`src/rtl/stdout_pkg.sv`:
```
// ---------------------------------------------------------------------------
// stdout_pkg
// Shared definitions for the stdout display FIFO.
//   state_t  : controller states (IDLE, CONV, HOLD)
//   BCD_NINE : digit value shown in every position when a word cannot be
//              represented on the display
//   pow10()  : elaboration-time power of ten, used to build the display limit
// ---------------------------------------------------------------------------
package stdout_pkg;

  typedef enum logic [1:0] {
    IDLE = 2'd0,
    CONV = 2'd1,
    HOLD = 2'd2
  } state_t;

  localparam logic [3:0] BCD_NINE = 4'h9;

  // 10^n as a 64-bit constant; callers truncate to the width they need.
  function automatic logic [63:0] pow10(input int n);
    logic [63:0] r;
    r = 64'd1;
    for (int i = 0; i < n; i++) begin
      r = r * 64'd10;
    end
    return r;
  endfunction

endpackage

```
`src/rtl/bcd_dd_step.sv`:
```
// ---------------------------------------------------------------------------
// bcd_dd_step
// One combinational double-dabble step over NDIG packed BCD digits:
// every digit >= 5 gets 3 added, then the whole accumulator is shifted left
// by one with shift_in entering the units digit. The bit leaving the top
// digit is dropped.
//   acc_in   [4*NDIG-1:0] : accumulator before the step
//   shift_in              : next binary bit, MSB first
//   acc_out  [4*NDIG-1:0] : accumulator after adjust and shift
// ---------------------------------------------------------------------------
module bcd_dd_step #(
  parameter int NDIG = 4
) (
  input  logic [4*NDIG-1:0] acc_in,
  input  logic              shift_in,
  output logic [4*NDIG-1:0] acc_out
);

  logic [4*NDIG-1:0] adj;

  always_comb begin
    adj = '0;
    for (int i = 0; i < NDIG; i++) begin
      if (acc_in[4*i +: 4] >= 4'd5) begin
        adj[4*i +: 4] = acc_in[4*i +: 4] + 4'd3;
      end else begin
        adj[4*i +: 4] = acc_in[4*i +: 4];
      end
    end
  end

  // The explicit truncation discards the carry out of the top digit.
  assign acc_out = (4*NDIG)'({adj, shift_in});

endmodule

```
`src/rtl/stdout_display_fifo.sv`:
```
// ---------------------------------------------------------------------------
// stdout_display_fifo
// Buffers words written to the processor's stdout address and shows them one
// at a time on an NDIG-digit decimal display. A DEPTH-entry FIFO feeds a
// sequential double-dabble converter; each converted value is then held for
// HOLD_CYC cycles before the next word is popped.
//
// Ports
//   clk          : system clock, rising edge
//   rst          : asynchronous active-high reset
//   wr_en        : push request (stdout store strobe)
//   wr_data      : word to push (unsigned, DATA_W bits)
//   clr_ovf      : synchronous clear of ovf
//   full         : FIFO holds DEPTH entries
//   empty        : FIFO holds no entries
//   count        : FIFO occupancy
//   ovf          : sticky, a push was dropped while full
//   bcd          : displayed digits, units in bcd[3:0]
//   disp_valid   : bcd holds a converted value
//   out_of_range : displayed word was >= 10^NDIG (bcd shows all nines)
//   busy         : controller is converting or holding
// ---------------------------------------------------------------------------
module stdout_display_fifo
  import stdout_pkg::*;
#(
  parameter int DATA_W   = 32,
  parameter int DEPTH    = 8,
  parameter int NDIG     = 4,
  parameter int HOLD_CYC = 25000000
) (
  input  logic                     clk,
  input  logic                     rst,
  input  logic                     wr_en,
  input  logic [DATA_W-1:0]        wr_data,
  input  logic                     clr_ovf,
  output logic                     full,
  output logic                     empty,
  output logic [$clog2(DEPTH):0]   count,
  output logic                     ovf,
  output logic [4*NDIG-1:0]        bcd,
  output logic                     disp_valid,
  output logic                     out_of_range,
  output logic                     busy
);

  localparam int AW = $clog2(DEPTH);
  localparam int CW = AW + 1;
  localparam int BW = $clog2(DATA_W + 1);
  localparam int TW = (HOLD_CYC > 1) ? $clog2(HOLD_CYC) : 1;

  localparam logic [DATA_W:0] LIMIT     = (DATA_W+1)'(pow10(NDIG));
  localparam logic [CW-1:0]   DEPTH_C   = CW'(DEPTH);
  localparam logic [BW-1:0]   BITS_C    = BW'(DATA_W);
  localparam logic [TW-1:0]   HOLD_LOAD = TW'(HOLD_CYC - 1);

  // Replace an unrepresentable value with all nines on the display.
  function automatic logic [4*NDIG-1:0] sat_bcd(input logic [4*NDIG-1:0] acc_v,
                                                input logic              over);
    if (over) begin
      return {NDIG{BCD_NINE}};
    end
    return acc_v;
  endfunction

  // FIFO state
  logic [DATA_W-1:0] mem [DEPTH];
  logic [AW-1:0]     wr_ptr;
  logic [AW-1:0]     rd_ptr;
  logic [CW-1:0]     count_nxt;
  logic [DATA_W-1:0] head;
  logic              push;
  logic              pop;
  logic              drop;

  // Controller and converter state
  state_t            state;
  state_t            state_nxt;
  logic [DATA_W-1:0] sr;
  logic [4*NDIG-1:0] acc;
  logic [4*NDIG-1:0] acc_step;
  logic [BW-1:0]     bitcnt;
  logic [TW-1:0]     timer;
  logic              range_flag;
  logic              conv_shift;
  logic              conv_done;

  assign head = mem[rd_ptr];

  // Pop only from the registered empty flag, so an empty FIFO can never
  // see a same-cycle push and pop.
  assign pop  = (state == IDLE) && !empty;
  assign push = wr_en && (!full || pop);
  assign drop = wr_en && full && !pop;

  assign conv_shift = (state == CONV) && (bitcnt != '0);
  assign conv_done  = (state == CONV) && (bitcnt == '0);

  always_comb begin
    count_nxt = count;
    case ({push, pop})
      2'b10:   count_nxt = count + CW'(1);
      2'b01:   count_nxt = count - CW'(1);
      default: count_nxt = count;
    endcase
  end

  // ---- FIFO control: pointers, occupancy, flags ----
  always_ff @(posedge clk or posedge rst) begin
    if (rst) begin
      wr_ptr <= '0;
      rd_ptr <= '0;
      count  <= '0;
      full   <= 1'b0;
      empty  <= 1'b1;
      ovf    <= 1'b0;
    end else begin
      if (push) begin
        wr_ptr <= wr_ptr + AW'(1);
      end
      if (pop) begin
        rd_ptr <= rd_ptr + AW'(1);
      end
      count <= count_nxt;
      full  <= (count_nxt == DEPTH_C);
      empty <= (count_nxt == '0);
      // A dropped push outranks a simultaneous clear.
      if (drop) begin
        ovf <= 1'b1;
      end else if (clr_ovf) begin
        ovf <= 1'b0;
      end
    end
  end

  // FIFO storage carries data only and needs no reset.
  always_ff @(posedge clk) begin
    if (push) begin
      mem[wr_ptr] <= wr_data;
    end
  end

  // ---- Controller: state register ----
  always_ff @(posedge clk or posedge rst) begin
    if (rst) begin
      state <= IDLE;
    end else begin
      state <= state_nxt;
    end
  end

  always_comb begin
    state_nxt = state;
    case (state)
      IDLE:    if (!empty)        state_nxt = CONV;
      CONV:    if (bitcnt == '0)  state_nxt = HOLD;
      HOLD:    if (timer == '0)   state_nxt = IDLE;
      default:                    state_nxt = IDLE;
    endcase
  end

  always_comb begin
    busy = (state != IDLE);
  end

  // ---- Converter datapath: one adjust-and-shift per CONV cycle ----
  bcd_dd_step #(
    .NDIG (NDIG)
  ) u_step (
    .acc_in   (acc),
    .shift_in (sr[DATA_W-1]),
    .acc_out  (acc_step)
  );

  always_ff @(posedge clk) begin
    if (pop) begin
      sr  <= head;
      acc <= '0;
    end else if (conv_shift) begin
      sr  <= {sr[DATA_W-2:0], 1'b0};
      acc <= acc_step;
    end
  end

  // ---- Converter control, display registers and hold timer ----
  // The cycle after the last shift (counter already at zero) latches the
  // result, so bcd updates DATA_W+1 edges after the pop.
  always_ff @(posedge clk or posedge rst) begin
    if (rst) begin
      bitcnt       <= '0;
      timer        <= '0;
      range_flag   <= 1'b0;
      bcd          <= '0;
      disp_valid   <= 1'b0;
      out_of_range <= 1'b0;
    end else begin
      if (pop) begin
        bitcnt     <= BITS_C;
        range_flag <= ({1'b0, head} >= LIMIT);
      end
      if (conv_shift) begin
        bitcnt <= bitcnt - BW'(1);
      end
      if (conv_done) begin
        bcd          <= sat_bcd(acc, range_flag);
        disp_valid   <= 1'b1;
        out_of_range <= range_flag;
        timer        <= HOLD_LOAD;
      end
      if ((state == HOLD) && (timer != '0)) begin
        timer <= timer - TW'(1);
      end
    end
  end

endmodule

```
`config.mk`:
```
export PLATFORM = sky130hd
export DESIGN_NAME = stdout_display_fifo
export DESIGN_NICKNAME = d
export VERILOG_FILES = /design/src/rtl/stdout_pkg.sv /design/src/rtl/bcd_dd_step.sv /design/src/rtl/stdout_display_fifo.sv
export SDC_FILE = /design/constraint.sdc
export NUM_CORES = 1
export LEC_CHECK = 0
export ABC_AREA = 0
export CAP_MARGIN = 15
export CORE_MARGIN = 5
export CORE_UTILIZATION = 60
export DETAILED_ROUTE_END_ITERATION = 8
export PLACE_DENSITY = 0.79
export SYNTH_ARGS = -nofsm -noshare
export SYNTH_HDL_FRONTEND = slang
export SYNTH_SLANG_ARGS = --single-unit
```
`constraint.sdc`:
```
create_clock -name clk -period 4.6 [get_ports clk]
set_input_delay 1.15 -clock clk [delete_from_list [all_inputs] [get_ports clk]]
set_output_delay 1.15 -clock clk [all_outputs]
set_load 0.02 [all_outputs]
```
; ---- Yosys cells after proc, flatten, opt, wreduce, memory -nomap -nowiden
; Memory sizes are Yosys's and may differ from the RTL's.
; Index checks and enable logic that the tools add are counted.
[word_totals]
ramBits = 256
n_memories = 1
elab_cells = 84
in_bits = 36
register_bits = 113
[op_classes]
eq_ne = 8
addsub = 10
n_lt_le_gt_ge = 5
mux = 23
n_reduce_logical = 22
[memory_table]
columns = memory, words, word_bits, read_ports, rd_ports_with_merged_regs, wr, line
row1 = mem, 8, 32, 1, 0, 1, stdout_display_fifo.sv:66  ; logic [DATA_W-1:0] mem [DEPTH];
[ops]
columns = op, count
row1 = 2-to-1 mux 32 bit, 2
row2 = 2-to-1 mux 25 bit, 2
row3 = greater-or-equal comparator 32 x 14 -> 1 bit (second input constant), 1
row4 = 2-to-1 mux 16 bit, 2
row5 = zero test 25 bit, 1
row6 = nonzero test 25 bit, 1
row7 = subtractor 25 x 1 -> 25 bit (second input constant), 1
row8 = greater-or-equal comparator 4 x 3 -> 1 bit (second input constant), 4
row9 = adder 4 x 2 -> 4 bit (second input constant), 3
row10 = 2-to-1 mux 4 bit, 3
row11 = 2-to-1 mux 6 bit, 2
row12 = one-hot mux 4 bit (2 select lines), 1
row13 = nonzero test 2 bit, 4
row14 = logical AND 1 bit, 7
row15 = adder 3 x 1 -> 3 bit (second input constant), 2
row16 = zero test 6 bit, 1
row17 = 2-to-1 mux 1 bit, 6
row18 = 2-to-1 mux 2 bit, 3
row19 = one-hot mux 2 bit (3 select lines), 1
row20 = nonzero test 6 bit, 1
row21 = subtractor 6 x 1 -> 6 bit (second input constant), 1
row22 = adder 4 x 1 -> 4 bit (second input constant), 1
row23 = equality test 2 x 1 -> 1 bit (second input constant), 2
row24 = equality test 2 bit (second input constant), 2
row25 = 11 further kinds, 14

; ---- Longest topological paths before layout
; Gate-level depths: netlist (run 1).
[depth]
word_depth = 7
depth_mapped = 12

; ---- Cells and area by module
; A second synthesis (run 1) with hierarchy kept.
[unflattened]
cells_unflattened = 981
area_unflattened_um2 = 15005.6
[by_module_without_submodules]
columns = mod, n_inst, area_per_inst_um2, seq_area_each_um2, cells_per_inst
row1 = stdout_display_fifo, 1, 14612.8, 10596.4, 920
row2 = bcd_dd_step, 1, 392.9, 0.0, 61

; ---- Least setup slack after synthesis (run 1)
; No wires, ideal clock.
[synth_path]
path_type = in2reg
from = in wr_en
to = mem mem[0][0], enable pin
setup_slack_ns = 0.473
path_stages = 3
setup_time_ns = 0.461
t_arrival_ns = 3.666
cell_sequence = and2_1 -> nand2b_1 -> nor3_1
[synth_between]
elab_chain_cells = 3
[synth_lines]
columns = item, line
row1 = "start, declared", stdout_display_fifo.sv:33  ; input logic wr_en,
row2 = logical AND 1 bit, stdout_display_fifo.sv:92  ; assign push = wr_en && (!full || pop);
row3 = 2-to-1 mux 1 bit, stdout_display_fifo.sv:137  ; if (push) begin
row4 = 2-to-1 mux 1 bit (not written as such), stdout_display_fifo.sv:138  ; mem[wr_ptr] <= wr_data;
row5 = "end, declared", stdout_display_fifo.sv:66
; Every way passes these cells.

; ---- Final worst setup path (run 1)
[layout_path]
from = in wr_en
to = reg full
[layout_between]
elab_chain_cells = 4
elab_cells_between_ends = 5
[layout_lines]
columns = item, line
row1 = logical AND 1 bit (*), stdout_display_fifo.sv:92
row2 = equality test 2 x 1 -> 1 bit / equality test 2 bit (equally long branches), stdout_display_fifo.sv:100  ; case ({push, pop})
row3 = one-hot mux 4 bit (2 select lines) (*), stdout_display_fifo.sv:100
row4 = via count_nxt[2], stdout_display_fifo.sv:69  ; logic [CW-1:0] count_nxt;
row5 = equality test 4 bit (*), stdout_display_fifo.sv:124  ; full <= (count_nxt == DEPTH_C);
row6 = "end signal, assigned", stdout_display_fifo.sv:124
row7 = "end, declared", stdout_display_fifo.sv:36  ; output logic full,
; The timed path passes the listed nets; every way through them passes the cells marked *.
; A chain may end at the register's enable or synchronous reset.

==> results of run 1 <==
how the worst max path moves through the flow:
| stage | endpoint | slack, ns | cells past startpoint |
|---|---|---|---|
| floorplan | mem[0][0] | 0.47 | 3 |
| global placement | empty | 1.06 | 11 |
| detailed placement | full | 0.99 | 11 |
| CTS | range_flag | 1.49 | 6 |
| global route | empty | 1.27 | 11 |
| finish | full | 1.50 | 11 |
power groups by stage:
stage          Sequential (mW)  Clock [mW]  Combinational (mW)
2_1_floorplan             4.84           0                2.24
3_3_place_gp              4.97           0                2.99
3_5_place_dp              5.01           0                3.11
4_1_cts                   4.96        2.95                3.13
5_1_grt                   5.04        3.10                3.42
6_report                  4.95        2.89                3.11
cell usage after synthesis, types with 13 or more instances:
library cell,n
a21oi_1,22
o21ai_0,75
nor3_1,16
nand3_1,27
dfrtp_1,64
inv_1,20
nand2b_1,15
clkbuf_1,28
dfxtp_1,16
nor2_1,49
nand2_1,91
ha_1,17
mux2i_1,59
buf_1,13
a22oi_1,18
mux4_2,47
edfxtp_1,288
cell families after synthesis:
| group | synth area share, % |
|---|---|
| flops | 71.3 |
| simple gates | 7.68 |
| compound gates | 5.85 |
| mux | 11.3 |
| buf+inv | 1.68 |
| fa+ha+maj | 1.43 |
| xor+xnor | 0.766 |
stage by stage:
step | instance area, µm² | instances
3_5_place_dp | 15900 | 1317
6_report | 17100 | 1385
4_1_cts | 17100 | 1384
3_3_place_gp | 15900 | 1317
2_1_floorplan | 14900 | 958
5_1_grt | 17100 | 1385
flip-flops by register name, summed over array words and instances, names as in the netlist, 3 cells and up:
register,cells
acc,16
bcd,16
bitcnt,6
count,4
mem,256
rd_ptr,3
sr,32
timer,25
wr_ptr,3
cells in the final DEF, fill, tap and decap left out, types with 27 or more instances in the layout:
cell,n
clkbuf_16,39
clkdlybuf4s50_1,61
dfrtp_1,62
edfxtp_1,288
mux2i_1,59
mux4_2,47
nand2_1,91
nand3_1,27
nor2_1,43
o21ai_0,75
tightest hold or removal path, delay by kind of cell, from the launching register on:
family             cells  cell delay, ns
AOI/OAI and AO/OA      1            0.05
DFF                    1            0.33
and+or+nand+nor        1            0.05
layout make-up:
class | instances | area (µm²)
Fill cell | 1519 | 7230
Timing Repair Buffer | 80 | 769
Multi-Input combinational cell | 525 | 4070
Sequential cell | 369 | 10600
Clock inverter | 14 | 121
Inverter | 20 | 75.1
Tap cell | 324 | 405
Clock buffer | 53 | 1050
metal layers:
layer	vias up	track usage [%]	part of all wire [%]
met5	-	0	0
met4	0	5.82	2.2
met3	51	2.99	5.2
met2	221	35.1	51
met1	4138	28.0	41
li1	3828	-	-
==> summary.md, run 1 <==
| Metric | Value |
|---|---|
| Die H | `167 µm` |
| Critical-path maximum fanout | `5` |
| CP Launch Type | `primary input` |
| Core Area | `roughly 24000 µm²` |
| Post-Syn Area | `14900 µm²` |
| Layout cells sized above 1 | `13.3%` |
| Worst path arrival time | `3.50 ns` |
| Yosys warning total | `0` |
| Seq pwr share | `between 40% and 50%` |
| Int Pwr | `approximately 7.5 mW` |
| Fin crit period | `around 3.1 ns` |
| Num rows | `57` |
| RSZ-0062 raised after global routing | `no` |
| Setup crit start | `wr_en` |
| Worst path slowest cell | `clkdlybuf4s50_1` |
| Run status | `complete, no violations` |
| Crit path cell chain | `clkdlybuf4s50_1 -> and2_1 -> inv_1 -> ha_1 -> xor2_1 -> ha_1 -> a21oi_1 -> xor2_1 -> nor2_1 -> xor2_1 -> nor4_1` |
| Routed Antenna Nets | `0` |
| Final GP Congestion | `a little under 0.8` |
| Via count | `around 8200` |
| Initial antenna violation count | `0` |
| NetSw | `3.49 mW` |
| R2R Setup Slk | `~1.5 ns` |
| Hold Fails Final Rpt | `0` |
| Clock buffer count from CTS | `37` |
| Syn Area/Cell | `15.5 µm²` |
| # clock sinks | `369` |
| R2r startpoint | `rd_ptr[0]` |
| Actual slew at the worst max-slew pin | `between 1 and 1.5 ns` |
| Mapped Cells | `958` |
| Remaining DRCs | `0` |
| Worst r2r dst | `range_flag` |
| Nets | `1086` |
| Synth Register Bits | `369` |
| MaxCap Viol Count | `0` |
| First-pass DRT Iterations | `5` |
| Synth Flop Type | `edfxtp_1` |
| Avg Vias per Cell | `5.95` |
| First-pass GRT wire length | `45.9 mm` |
| IO Pins | `62` |
| Hold depth | `2` |
| Number of synthesized flops with an enable pin | `288` |
| Static leakage | `5.99 nW` |
| Inserted Diodes | `0` |
| Share of flip-flops with an asynchronous set or reset | `between 10% and 20%` |
| Hold EP | `acc[0]` |
| Post_cts resized | `0` |
| Depth of the most critical reg-to-reg path | `6` |
| Relative slew slack | `about 15%` |
| Gr ovfl total | `0` |
| Post-CTS setup buffers | `0` |
| GRT Overall Usage | `around 20%` |
| Fin util | `70.3%` |
| Crit path max-delay family | `buffers and inverters` |
| Proportion of synthesized chip area in sequential cells | `71.3%` |
| Largest area contributor in the netlist | `edfxtp_1` |
| Post-route setup slack | `1.50 ns` |
| First DRT Iteration DRCs | `699` |
| Reg clk slew, reported paths | `~0.060 ns` |
| IO buf count | `61` |
| Aggregate routed wire length | `28.6 mm` |
| Clock root buffer | `clkbuf_16` |
| Place WS | `slightly below 1 ns` |
| Final clock skew | `0.0128 ns` |
| Largest net degree at the start of global routing | `67` |
| Top-area cell type share of the netlist area | `between 50% and 60%` |
| Total power | `11.0 mW` |
| Combinational Power Share | `28.4%` |
| WP data required | `5.00 ns` |
| Initial core utilization | `61.1%` |
| Fin Hold WS | `~0.47 ns` |
| Die Area | `28000 µm²` |
| Setup_tns | `0 ns` |
| Max IR drop VDD | `0.000470 V` |
| WL per Instance | `20.6 µm` |
| Final cycle utilization of the critical path | `67.4%` |
| Clk buf depth | `3` |
| Synthesized Nets | `1011` |
| Library cells used by synthesis | `52` |
| Max Freq | `roughly 0.32 GHz` |
| Hold buffers post-CTS | `0` |
| Sw frac | `31.9%` |
| Worst min-delay path class | `register to register` |
| Worst hold path startpoint | `sr[31]` |
| Buffers & Inverters on Critical Path | `2` |
| Dpl hpwl | `approximately 18 mm` |
| CP dominant cell by count | `xor2_1` |
| # H-tree levels | `2` |
| Clock power frac | `about a quarter` |
| CTS tree | `yes` |
| Crit. End Element | `register` |
| Area growth, synth to finish | `15.1%` |
| Die width | `approximately 170 µm` |
| Vias in the first global route | `8475` |
| Setup-failing EPs final | `0` |
| CP peak stage delay | `0.51 ns` |
| Largest cells by area after synthesis | `edfxtp_1 (58%), dfrtp_1 (11%), mux4_2 (7.1%)` |
| Later-pin clock latency in the skew report | `0.52 ns` |
| Pwr dens | `roughly 640 nW/µm²` |
| Pins Over Slew Limit | `0` |
| Crit Path Class | `primary input to register` |
Power figures use the tool's default switching activity.
==> run 2: changes to the inputs <==
==> constraint.sdc (replaced) <==
create_clock -name clk -period 2.96 [get_ports clk]
set_input_delay 0.74 -clock clk [delete_from_list [all_inputs] [get_ports clk]]
set_output_delay 0.74 -clock clk [all_outputs]
set_load 0.02 [all_outputs]
==> run 2 against run 1 <==
Compared with the run above: die area unchanged; utilization up 2.2 points; global-route usage up 0.63 points; non-clock buffer count up 23; clock power up 77%; worst setup slack worse by 1.3 ns; hold slack better by 0.011 ns; sequential power up 52%; critical path type is now register to register; register-to-register slack worse by 1.3 ns; critical path depth down 5; largest cell class unchanged; largest power group unchanged.
==> summary.md, run 2 (synthesized netlist as in run 1, its figures left out) <==
| Metric | Value |
|---|---|
| Largest net degree at the start of global routing | `66 (was 67)` |
| Max Freq | `0.364 GHz` |
| Max reg flops | `256 (unchanged)` |
| Inserted Diodes | `0 (unchanged)` |
| Post-route setup slack | `0.211 ns (was 1.50 ns)` |
| NetSw | `5.66 mW (was 3.49 mW)` |
| Core Area | `24300 µm² (unchanged)` |
| Met2 Usage GRT | `35.3% (was 35.1%)` |
| Avg Vias per Cell | `5.99 (was 5.95)` |
| Crit path cell chain | `or4_4 -> or4_1 -> o41a_4 -> and2_0 -> a211oi_1 -> a31oi_1 (was clkdlybuf4s50_1 -> and2_1 -> inv_1 -> ha_1 -> xor2_1 -> ha_1 -> a21oi_1 -> xor2_1 -> nor2_1 -> xor2_1 -> nor4_1)` |
| Initial antenna violation count | `0 (unchanged)` |
| CTS tree | `yes (unchanged)` |
| Crit. End Element | `register (unchanged)` |
| First-pass GRT wire length | `46.9 mm (was 45.9 mm)` |
| Clock buffer count from CTS | `38 (was 37)` |
| Die width | `167 µm (unchanged)` |
| Reg clk slew, reported paths | `0.06 ns (about the same)` |
| Fin crit period | `2.75 ns` |
| Total power | `18.1 mW (was 11.0 mW)` |
| Clk buf depth | `3 (unchanged)` |
| Worst path slowest cell | `or4_4 (was clkdlybuf4s50_1)` |
| Int Pwr | `12.4 mW (was 7.46 mW)` |
| IO Pins | `62 (unchanged)` |
| Vias in the first global route | `8499 (was 8475)` |
| Via count | `8452 (was 8238)` |
| Clock root buffer | `clkbuf_16 (unchanged)` |
| MaxCap Viol Count | `0 (unchanged)` |
| Largest Register | `mem (unchanged)` |
| Hold Fails Final Rpt | `0 (unchanged)` |
| First-pass DRT Iterations | `5 (unchanged)` |
| Setup_tns | `0 ns (unchanged)` |
| Num rows | `57 (unchanged)` |
| Crit Path Class | `register to register (was primary input to register)` |
| Area growth, synth to finish | `18.7% (was 15.1%)` |
| Place WS | `-0.114 ns (was 0.993 ns)` |
| GRT Overall Usage | `21.2% (was 20.5%)` |
| CP Launch Type | `register (was primary input)` |
| Fin Hold WS | `0.479 ns (was 0.468 ns)` |
| Seq pwr share | `41.5% (was 45.2%)` |
| Routed Antenna Nets | `0 (unchanged)` |
| Gr ovfl total | `0 (unchanged)` |
| Later-pin clock latency in the skew report | `0.52 ns (about the same)` |
| Run status | `complete, no violations (unchanged)` |
| Layer with the highest usage | `met2 (unchanged)` |
| Sw frac | `31.3% (was 31.9%)` |
| IO buf count | `61 (unchanged)` |
| Clock power frac | `28.3% (was 26.4%)` |
| Pwr dens | `1020 nW/µm² (was 641 nW/µm²)` |
| Final cycle utilization of the critical path | `92.9%` |
| Combinational Power Share | `30.2% (was 28.4%)` |
| Commonest cells after routing, fill and taps aside | `edfxtp_1 (288), nand2_1 (91), o21ai_0 (75) (unchanged)` |
| Aggregate routed wire length | `29.6 mm (was 28.6 mm)` |
| Final GP Congestion | `0.798 (was 0.790)` |
| Actual slew at the worst max-slew pin | `0.668 ns (was 1.27 ns)` |
| # H-tree levels | `2 (unchanged)` |
| Layout cells sized above 1 | `16.2% (was 13.3%)` |
| Relative slew slack | `55.5% (was 15.2%)` |
| Die Area | `28000 µm² (unchanged)` |
| Initial core utilization | `61.1% (unchanged)` |
| Static leakage | `6.25 nW (was 5.99 nW)` |
| Met3 Use GR | `3.91% (was 2.99%)` |
| CP peak stage delay | `0.57 ns (was 0.51 ns)` |
| Die H | `167 µm (unchanged)` |
| Nets | `1110 (was 1086)` |
| WL per Instance | `21.0 µm (was 20.6 µm)` |
| GR Layer Usage met1 | `29.1% (was 28.0%)` |
| Remaining DRCs | `0 (unchanged)` |
| Setup-failing EPs final | `0 (unchanged)` |
| Critical-path maximum fanout | `8 (was 5)` |
| Fin util | `72.5% (was 70.3%)` |
| Largest regs | `mem: 256 flops, sr: 32 flops, timer: 25 flops (unchanged)` |
| First DRT Iteration DRCs | `1000 (was 699)` |
| WP data required | `3.35 ns (was 5.00 ns)` |
| RSZ-0062 raised after global routing | `no (unchanged)` |
| Most common cell after layout, fill and taps aside | `edfxtp_1 (unchanged)` |
| # clock sinks | `369 (unchanged)` |
| Worst path arrival time | `3.14 ns (was 3.50 ns)` |
| Dpl hpwl | `17.9 mm (was 17.5 mm)` |
| Pins Over Slew Limit | `0 (unchanged)` |
| Max IR drop VDD | `0.000563 V (was 0.000470 V)` |
| Worst min-delay path class | `register to register (unchanged)` |
| Post-CTS setup buffers | `0 (unchanged)` |
| Final clock skew | `0.0157 ns (was 0.0128 ns)` |
==> run 2: cell types whose count changed in the layout (fill, tap and decap cells not counted), sizes merged <==
cell and change:
clkinv +1, clkinvlp +1, buf +23, bufinv +6, clkbuf -6
==> run 2: cell type report <==
cell class	instances	area, µm²
clock buffer	47	1040
inverter	20	75.1
tap	324	405
clock inverter	22	318
sequential	369	10600
timing repair buffer	103	1100
fill	1470	6690
multi-input combinational	525	4090
==> run 2: final timing paths <==
path                               start  endpoint  slack [ns]  cells past startpoint
max in group asynchronous            rst     empty        1.99                      3
worst min-delay path              bcd[3]    bcd[3]        0.48                      2
worst max register to register  timer[2]  timer[4]        0.21                      6
min in group asynchronous            rst    bcd[2]        0.64                      3
worst min register to register    bcd[3]    bcd[3]        0.48                      2
worst max-delay path            timer[2]  timer[4]        0.21                      6
==> run 2: power groups by stage <==
stage,registers [mW],clock network (mW),logic [mW]
2_1_floorplan,7.53,0,3.49
3_3_place_gp,7.52,0,5.24
3_5_place_dp,7.58,0,5.40
4_1_cts,7.49,5.19,5.47
5_1_grt,7.60,5.45,5.95
6_report,7.50,5.11,5.44
==> run 2: what timing repair did <==
action	4_1_cts	5_1_grt
hold buffers	0	0
setup endpoints to repair	0	2
resized for setup	0	2
==> run 2: layer usage <==
metal / share of wire [%] / up-vias
li1: - / 3856
met1: 41 / 4208
met2: 50 / 332
met3: 6.9 / 56
met4: 2.3 / 0
met5: 0 / -
==> run 2: stage by stage <==
step	instances	cell area, µm²
global placement	1341	16300
CTS	1410	17600
floorplan	958	14900
finish	1410	17600
detailed placement	1341	16300
global route	1410	17600
==> run 2: critical path: cells and delay by family (launching register included) <==
family / cells / cell delay (ns)
flops: 1 / 0.43
simple gates: 3 / 1.36
compound gates: 3 / 0.85
